### config.mk
export PLATFORM = sky130hd
export DESIGN_NAME = fetch_ctrl
export DESIGN_NICKNAME = d
export VERILOG_FILES = /design/src/rtl/crane_pkg.sv /design/src/rtl/fetch_queue.sv /design/src/rtl/fetch_ctrl.sv
export SDC_FILE = /design/constraint.sdc
export NUM_CORES = 1
export LEC_CHECK = 0
export ABC_AREA = 1
export CORE_ASPECT_RATIO = 1.2
export CORE_MARGIN = 4
export CORE_UTILIZATION = 32
export DETAILED_ROUTE_END_ITERATION = 7
export HOLD_SLACK_MARGIN = 0.05
export PLACE_DENSITY = 0.55
export SLEW_MARGIN = 15
export SYNTH_ARGS = -nofsm -noshare
export SYNTH_HDL_FRONTEND = slang
export SYNTH_HIERARCHICAL = 1
export SYNTH_SLANG_ARGS = --single-unit
export TNS_END_PERCENT = 100
### constraint.sdc
create_clock -name clk -period 7.6 [get_ports clk]
set_input_delay 1.14 -clock clk [delete_from_list [all_inputs] [get_ports clk]]
set_output_delay 1.14 -clock clk [all_outputs]
set_load 0.02 [all_outputs]
### src/rtl/crane_pkg.sv
// Shared definitions for the fetch front end: constants, FSM state type,
// fetch-queue entry layout and the fetch-fault predicate.
package crane_pkg;

  // Canonical RISC-V NOP (addi x0,x0,0), substituted for faulting fetches.
  localparam logic [31:0] NOP_INSTR        = 32'h0000_0013;
  // Default fetch PC after reset.
  localparam logic [31:0] DEFAULT_RESET_PC = 32'h0000_0000;
  // Width of one queue entry: {fault, pc, instr}.
  localparam int          ENTRY_W          = 65;

  typedef enum logic [0:0] {
    FETCH = 1'b0,
    FAULT = 1'b1
  } fetch_state_t;

  typedef struct packed {
    logic        fault;
    logic [31:0] pc;
    logic [31:0] instr;
  } fetch_entry_t;

  // A fetch faults when the PC is not word-aligned or its word index lies
  // beyond the populated part of the ROM.
  function automatic logic is_fetch_fault(input logic [31:0] pc,
                                          input logic [31:0] rom_words);
    logic [31:0] word_idx;
    word_idx = {2'b00, pc[31:2]};
    return (pc[1:0] != 2'b00) || (word_idx >= rom_words);
  endfunction

endpackage

### src/rtl/fetch_queue.sv
// Small synchronous FIFO holding fetched entries between the ROM and decode.
// A flush empties it in one cycle and takes priority over push and pop.
module fetch_queue
  import crane_pkg::*;
#(
  parameter int QDEPTH = 2
) (
  input  logic         clk,
  input  logic         rst_n,
  input  logic         push,
  input  fetch_entry_t push_data,
  input  logic         pop,
  input  logic         flush,
  output logic         full,
  output logic         empty,
  output fetch_entry_t head
);

  localparam int PW = $clog2(QDEPTH);
  localparam int CW = PW + 1;

  logic [PW-1:0] wr_ptr_q, wr_ptr_d;
  logic [PW-1:0] rd_ptr_q, rd_ptr_d;
  logic [CW-1:0] count_q,  count_d;
  fetch_entry_t  mem_q [QDEPTH];

  logic do_push_s;
  logic do_pop_s;

  assign full  = (count_q == CW'(QDEPTH));
  assign empty = (count_q == {CW{1'b0}});
  assign head  = mem_q[rd_ptr_q];

  // Qualify requests: never write when full, never read when empty, and
  // let a flush suppress both.
  always_comb begin
    do_push_s = push && !full && !flush;
    do_pop_s  = pop && !empty && !flush;
  end

  // Next-state for pointers and occupancy; pointers wrap naturally since
  // the depth is a power of two.
  always_comb begin
    wr_ptr_d = wr_ptr_q;
    rd_ptr_d = rd_ptr_q;
    count_d  = count_q;
    if (flush) begin
      wr_ptr_d = {PW{1'b0}};
      rd_ptr_d = {PW{1'b0}};
      count_d  = {CW{1'b0}};
    end else begin
      if (do_push_s) begin
        wr_ptr_d = wr_ptr_q + PW'(1);
      end else begin
        wr_ptr_d = wr_ptr_q;
      end
      if (do_pop_s) begin
        rd_ptr_d = rd_ptr_q + PW'(1);
      end else begin
        rd_ptr_d = rd_ptr_q;
      end
      case ({do_push_s, do_pop_s})
        2'b10:   count_d = count_q + CW'(1);
        2'b01:   count_d = count_q - CW'(1);
        default: count_d = count_q;
      endcase
    end
  end

  // State and storage registers; reset also clears every entry so the head
  // reads as all-zero out of reset.
  always_ff @(posedge clk) begin
    if (!rst_n) begin
      wr_ptr_q <= {PW{1'b0}};
      rd_ptr_q <= {PW{1'b0}};
      count_q  <= {CW{1'b0}};
      for (int i = 0; i < QDEPTH; i++) begin
        mem_q[i] <= '0;
      end
    end else begin
      wr_ptr_q <= wr_ptr_d;
      rd_ptr_q <= rd_ptr_d;
      count_q  <= count_d;
      if (do_push_s) begin
        mem_q[wr_ptr_q] <= push_data;
      end
    end
  end

endmodule

### src/rtl/fetch_ctrl.sv
// Instruction-fetch sequencer: owns the PC, addresses the combinational ROM,
// tags faulting fetches and feeds decode through a small FIFO. A redirect
// from execute flushes the FIFO and restarts fetch at the new PC.
module fetch_ctrl
  import crane_pkg::*;
#(
  parameter logic [31:0] RESET_PC  = DEFAULT_RESET_PC,
  parameter int          QDEPTH    = 2,
  parameter int          ROM_WORDS = 32
) (
  input  logic        clk,
  input  logic        rst_n,
  output logic [31:0] rom_addr,
  input  logic [31:0] rom_instr,
  input  logic        redirect_valid,
  input  logic [31:0] redirect_pc,
  output logic        dec_valid,
  input  logic        dec_ready,
  output logic [31:0] dec_instr,
  output logic [31:0] dec_pc,
  output logic        dec_fault
);

  logic [31:0]  pc_q, pc_d;
  fetch_state_t state_q, state_d;

  logic         q_full_s;
  logic         q_empty_s;
  logic         push_s;
  logic         pop_s;
  logic         fault_s;
  fetch_entry_t push_entry_s;
  fetch_entry_t head_s;

  // The ROM is always addressed straight from the PC register.
  assign rom_addr = pc_q;

  assign dec_valid = !q_empty_s;
  assign dec_instr = head_s.instr;
  assign dec_pc    = head_s.pc;
  assign dec_fault = head_s.fault;
  assign pop_s     = dec_valid && dec_ready;

  // Fault detection and the entry that would be captured this cycle.
  always_comb begin
    fault_s            = is_fetch_fault(pc_q, 32'(ROM_WORDS));
    push_entry_s.fault = fault_s;
    push_entry_s.pc    = pc_q;
    if (fault_s) begin
      push_entry_s.instr = NOP_INSTR;
    end else begin
      push_entry_s.instr = rom_instr;
    end
  end

  // Redirect beats push; in FETCH a push happens whenever the registered
  // occupancy leaves room, and a faulting push parks the FSM in FAULT.
  always_comb begin
    pc_d    = pc_q;
    state_d = state_q;
    push_s  = 1'b0;
    if (redirect_valid) begin
      pc_d    = redirect_pc;
      state_d = FETCH;
      push_s  = 1'b0;
    end else begin
      case (state_q)
        FETCH: begin
          if (!q_full_s) begin
            push_s  = 1'b1;
            pc_d    = pc_q + 32'd4;
            if (fault_s) begin
              state_d = FAULT;
            end else begin
              state_d = FETCH;
            end
          end else begin
            push_s  = 1'b0;
            pc_d    = pc_q;
            state_d = FETCH;
          end
        end
        FAULT: begin
          push_s  = 1'b0;
          pc_d    = pc_q;
          state_d = FAULT;
        end
        default: begin
          push_s  = 1'b0;
          pc_d    = pc_q;
          state_d = FETCH;
        end
      endcase
    end
  end

  // PC and fetch FSM registers.
  always_ff @(posedge clk) begin
    if (!rst_n) begin
      pc_q    <= RESET_PC;
      state_q <= FETCH;
    end else begin
      pc_q    <= pc_d;
      state_q <= state_d;
    end
  end

  fetch_queue #(
    .QDEPTH (QDEPTH)
  ) u_queue (
    .clk       (clk),
    .rst_n     (rst_n),
    .push      (push_s),
    .push_data (push_entry_s),
    .pop       (pop_s),
    .flush     (redirect_valid),
    .full      (q_full_s),
    .empty     (q_empty_s),
    .head      (head_s)
  );

endmodule

==> impl_metrics.json, run 1 <==
{
  "rsz0062_at_grt": "no",
  "nets": 1132,
  "drive_above_1_share_pct": 17.6,
  "cp_num_buf_inv": 5,
  "final_common_cell": "clkdlybuf4s50_1",
  "fp.dieH_microns": 191,
  "post_cts_buffers": 0,
  "ir_worst_vdd_mv": 0.132,
  "crit_type": "in -> reg",
  "synth-edff-count": 130,
  "fin_worst_skew_ps": 12.3,
  "mostFrequentLayoutCells": "clkdlybuf4s50_1 (165), inv_1 (132), edfxtp_1 (130), nor2_1 (128), nand2_1 (116)",
  "cts_max_path_buffers": 2,
  "reg2reg_depth": 10,
  "fin_area_sq_mm": 0.0113,
  "cpPeakStageDelay_ps": 890,
  "synthArstFlopShare_pct": 0,
  "total_power_w": 0.00218,
  "swShare_pct": 25.0,
  "combPwrFrac_pct": 12.5,
  "dieArea_sq_mm": 0.0308,
  "antenna_found_initial": 0,
  "track_usage_pct": 15.5,
  "via_per_inst": 4.60,
  "finalCritPeriodShare_pct": 55.1,
  "core_area_sq_mm": 0.0273,
  "leakage_nw": 4.09,
  "hold_class": "reg -> reg",
  "slowest_stage": "buf_4",
  "cts-root-buf": "clkbuf_16",
  "crit_chain": "clkdlybuf4s50_1 -> buf_4 -> inv_1 -> nand2_1 -> clkinv_1 -> a21boi_4 -> nand3_4 -> buf_4 -> nor2_1",
  "p_switching_w": 0.000547,
  "internal_power_w": 0.00164,
  "synthFlopType": "edfxtp_1",
  "fmax_mhz": 239,
  "hold_buffers": 0,
  "endpoint_kind": "flop",
  "ys_ff_latch": 168,
  "io_buffers": 165,
  "status": "finished clean",
  "min_period_ps": 4190,
  "wire_per_inst_microns": 16.4,
  "power.density_mw_per_mm2": 194,
  "p_clk_share_pct": 38.6,
  "critPathArrivalTime_ps": 4320,
  "seq_area_frac_synth_pct": 52.0,
  "cts_buffers": 17,
  "fin_cells": 1447,
  "synth_cell_types": 44,
  "grt_pass1_wl_microns": 37200,
  "worst_pin_slew_ps": 1140,
  "timing.final.ws_setup_ps": 3410,
  "place.gp.congestion": 0.798,
  "max-slew-margin-rel_pct": 23.9,
  "routed_wl_microns": 23800,
  "postRouteAntennaNets": 0,
  "fp-row-count": 66,
  "synth.cell_area_sq_mm": 0.00897,
  "dr.pass1.iters": 5,
  "drv_slew": 0,
  "critical-path-top-delay-family": "buffers and inverters",
  "r2r_start": "u_queue/count_q[1]",
  "overflow": 0,
  "cts_tree": "yes",
  "syn_to_final_growth_pct": 25.7,
  "setup_tns_ps": 0,
  "crit_start": "redirect_valid",
  "cp_max_fo": 65,
  "worst-path-stages": 9,
  "yosys.area.top_type_share_pct": 43.5,
  "place_ws_ps": 2910,
  "seqPwrFrac_pct": 48.9,
  "num_antenna_cells": 0,
  "yosysWarnings": 6,
  "synth_top_area_cell": "edfxtp_1",
  "grt_max_degree": 67,
  "ctsHtreeMaxLevel": 4,
  "drt_iter0_drc": 405,
  "path_clk_slew_ps": 60,
  "rr_endpoint": "u_queue/mem_q[1][64]",
  "initial_utilization_pct": 32.8,
  "via_count": 6651,
  "clk_latency_ps": 420,
  "hold_violations": 0,
  "yosys-top-cells-area": "edfxtp_1 (44%), dfxtp_1 (8.5%), mux2_2 (8.2%)",
  "max_cap_viol_count": 0,
  "crit_path_end": "u_queue/mem_q[1][64]",
  "r2r_slack_ps": 4140,
  "die_x_microns": 161,
  "place_inst": 1416,
  "start_kind": "primary input",
  "syn_inst": 944,
  "hpwlAfterDp_microns": 15300,
  "finalSetupViolCount": 0,
  "cp_data_required_time_ps": 7730,
  "grt_pass1_vias": 6598,
  "path_common_cell": "buf_4",
  "post_cts_resized": 0,
  "cts_sinks": 168,
  "drc": 0,
  "io_pins": 166,
  "dpl-instance-area_sq_mm": 0.0107,
  "syn_nets": 1015,
  "syn_avg_cell_area_sq_um": 9.50
}
[flip-flops by register name, summed over array words and instances, names as in the netlist, named ones only]
signal            flops
u_queue/mem_q       130
rom_addr             32
u_queue/count_q       2
state_q               1
u_queue/rd_ptr_q      1
u_queue/wr_ptr_q      1
[final cells by class]
class                   count  area [sq um]
flip-flops and latches    168          4670
inverters                 140           526
clock inverters            13           144
repair buffers            173          1710
clock buffers              18           429
fillers                  2693         16100
well taps                 374           468
multi-input cells         561          3330
[cell usage after synthesis (20+ instances only)]
cell,count
a21oi_1,27
nand2_1,118
nor3_1,63
nor2_1,128
edfxtp_1,130
inv_1,132
buf_4,32
clkbuf_1,20
mux2_2,65
dfxtp_1,38
nor2_2,37
nand3_1,30
[worst min-delay path by stage]
stage	from	endpoint	cells after the start
2_1_floorplan	state_q	state_q	2
3_3_place_gp	state_q	state_q	2
3_5_place_dp	state_q	state_q	2
4_1_cts	state_q	state_q	2
5_1_grt	state_q	state_q	2
6_report	state_q	state_q	2
[layer usage]
metal,track usage (%),wire (microns),vias up
met4,4.20,293,0
met2,27.0,12000,153
met3,2.63,890,19
met5,0,0,-
met1,20.1,10600,3178
li1,-,-,3301
[cells by family after synthesis]
logic type	after synthesis	synth area share, %
muxes	65	8.16
and+or+nand+nor	425	23.4
xor gates and xnor gates	4	0.391
adders and majority gates	3	0.419
DFF	168	52.0
AOI/OAI and AO/OA	64	4.38
buffers and inverters	215	11.3
[per-stage QoR]
| step | util [%] | hold slack, ps |
|---|---|---|
| finish | 41.2 | 499 |
| global route | 41.2 | 535 |
| CTS | 41.2 | 507 |
| detailed placement | 39.2 | 490 |
| global placement | 39.2 | 448 |
| floorplan | - | 438 |
[worst register-to-register path, stage by stage (launching register included)]
cell and delay, ps:
dfxtp_1 500, nand2_2 130, inv_1 80, nor2_1 40, buf_4 190, nand2_1 350, clkinv_1 480, a21boi_4 310
nand3_4 90, buf_4 890, nor2_1 110
[power groups by stage]
stage / Clock (W) / Combinational (W) / Sequential, W
global route: 0.000907 / 0.000296 / 0.00107
floorplan: 0 / 0.000162 / 0.00107
finish: 0.000843 / 0.000273 / 0.00107
global placement: 0 / 0.000276 / 0.00109
CTS: 0.000861 / 0.000279 / 0.00107
detailed placement: 0 / 0.000277 / 0.00109
Note: power is estimated with default switching activity, not from simulation.
==> inputs of run 2 (changes only) <==
Settings changed: PLACE_DENSITY 0.55 to 0.57.
Clock period 7.6 ns to 3.4 ns, I/O delays scaled along.
==> run 2 against run 1 <==
  * Critical path depth fell by 6
  * Register-to-register slack got worse by 3200 ps
  * Wire length rose by 2.0%
  * Core utilization rose by 0.63 points
  * Sequential power rose by 120%
  * Count of clock-buffer cells in the layout rose by 6
  * Clock power rose by 130%
  * Critical endpoint is now dec_pc[20]
  * Non-clock buffer count rose by 12
  * Worst hold slack got worse by 24 ps
  * Die area did not move
  * Global-route usage rose by 0.17 points
==> impl_metrics.json, run 2 (synthesis gave the netlist of run 1 again) <==
{
  "status": "finished clean",
  "nets": 1144,
  "die_x_microns": 161,
  "whs_ps": 475,
  "max_cap_viol_count": 0,
  "io_buffers": 165,
  "mostFrequentLayoutCells": "clkdlybuf4s50_1 (165), inv_1 (132), edfxtp_1 (130), nor2_1 (128), nand2_1 (116)",
  "post_cts_resized": 0,
  "worst_pin_slew_ps": 842,
  "track_usage_pct": 15.7,
  "fin_worst_skew_ps": 16.5,
  "combPwrFrac_pct": 12.7,
  "wl_met1_microns": 10400,
  "hold_class": "reg -> reg",
  "overflow": 0,
  "antenna_found_initial": 0,
  "finalSetupViolCount": 0,
  "path_clk_slew_ps": 60,
  "dr.pass1.iters": 4,
  "critPathArrivalTime_ps": 2330,
  "crit_type": "reg -> out",
  "met2WireLength_microns": 12300,
  "place.gp.congestion": 0.827,
  "seqPwrFrac_pct": 47.9,
  "final_common_cell": "clkdlybuf4s50_1",
  "initial_utilization_pct": 32.8,
  "io_pins": 166,
  "cpPeakStageDelay_ps": 650,
  "crit_chain": "buf_12 -> mux2_2 -> clkdlybuf4s50_1",
  "start_kind": "flop",
  "cp_num_buf_inv": 2,
  "cts_max_path_buffers": 2,
  "cts-root-buf": "clkbuf_16",
  "top_register": "u_queue/mem_q",
  "via_count": 6716,
  "hold_buffers": 0,
  "critical-path-top-delay-family": "buffers and inverters",
  "min_period_ps": 2840,
  "syn_to_final_growth_pct": 27.6,
  "cp_max_fo": 36,
  "endpoint_kind": "output pin",
  "max-slew-margin-rel_pct": 43.9,
  "p_clk_share_pct": 39.4,
  "routed_wl_microns": 24200,
  "grt_max_degree": 66,
  "cts_tree": "yes",
  "drc": 0,
  "p_switching_w": 0.00124,
  "dieArea_sq_mm": 0.0308,
  "ctsHtreeMaxLevel": 4,
  "grt_pass1_wl_microns": 37500,
  "internal_power_w": 0.00372,
  "rsz0062_at_grt": "no",
  "post_cts_buffers": 0,
  "leakage_nw": 4.20,
  "wl_met3_microns": 929,
  "hold_violations": 0,
  "cts_buffers": 17,
  "largest_reg_flops": 130,
  "fp.dieH_microns": 191,
  "ir_worst_vdd_mv": 0.323,
  "postRouteAntennaNets": 0,
  "clk_latency_ps": 430,
  "drive_above_1_share_pct": 18.6,
  "drt_iter0_drc": 439,
  "slowest_stage": "dfxtp_4",
  "wire_per_inst_microns": 16.6,
  "swShare_pct": 24.9,
  "fp-row-count": 66,
  "grt_pass1_vias": 6594,
  "fmax_mhz": 352,
  "via_per_inst": 4.60,
  "highest_layer": "met4",
  "setup_tns_ps": 0,
  "hpwlAfterDp_microns": 16500,
  "num_antenna_cells": 0,
  "nFillCells": 2678,
  "drv_slew": 0,
  "cts_sinks": 168,
  "core_area_sq_mm": 0.0273,
  "cp_data_required_time_ps": 2890,
  "power.density_mw_per_mm2": 433,
  "finalCritPeriodShare_pct": 83.5
}
## run 2: cell types whose count changed in the layout (fill, tap and decap cells not counted), sizes merged
| cell | previous run | this run |
|---|---|---|
| clkinv | 5 | 8 |
| clkinvlp | 4 | 0 |
| bufinv | 2 | 0 |
| buf | 8 | 20 |
| clkbuf | 18 | 24 |
| inv | 142 | 140 |
## run 2: worst paths after layout
check	startpoint	to	slack [ps]	cells past startpoint
setup / recovery	flop	dec_pc[20]	560	3
hold / removal	state_q	state_q	480	2
setup reg to reg	u_queue/count_q[0]	u_queue/mem_q[0][5]	930	11
hold reg to reg	state_q	state_q	480	2
## run 2: layout make-up
type	count	area, sq um	share of cell area [%]
tap	374	468	4.09
clock inverter	8	53.8	0.470
inverter	140	526	4.59
multi-input combinational	561	3330	29.1
timing repair buffer	185	1850	16.2
sequential	168	4670	40.8
clock buffer	24	551	4.81
## run 2: worst reg2reg max path: stages, from the launching register on
cell and delay (ps):
dfxtp_1 390, inv_2 100, nand2_2 100, inv_1 60, nor2_1 100, buf_4 210
nand2_1 100, clkinv_1 70, buf_4 180, nand4_4 150, nand2_4 370, buf_12 300
## run 2: power groups by stage
stage	Combinational (W)	Clock, W	Sequential, W
global placement	0.000633	0	0.00242
floorplan	0.000361	0	0.00240
finish	0.000629	0.00195	0.00238
detailed placement	0.000637	0	0.00243
CTS	0.000640	0.00200	0.00238
global route	0.000678	0.00210	0.00239
## run 2: per-layer routing
layer / vias up / track usage (%)
met3: 33 / 2.95
met4: 0 / 5.68
met1: 3197 / 19.6
met2: 162 / 27.2
li1: 3324 / -
met5: - / 0
## run 2: stage by stage
step | total power (W) | area (sq um) | utilization (%) | cells | setup WS [ps]
global placement | 0.00305 | 10800 | 39.7 | 1428 | 708
detailed placement | 0.00306 | 10800 | 39.7 | 1428 | 708
finish | 0.00496 | 11400 | 41.9 | 1460 | 560
CTS | 0.00502 | 11400 | 41.9 | 1460 | 497
floorplan | 0.00276 | 8970 | - | 944 | 190
global route | 0.00517 | 11400 | 41.9 | 1460 | 447
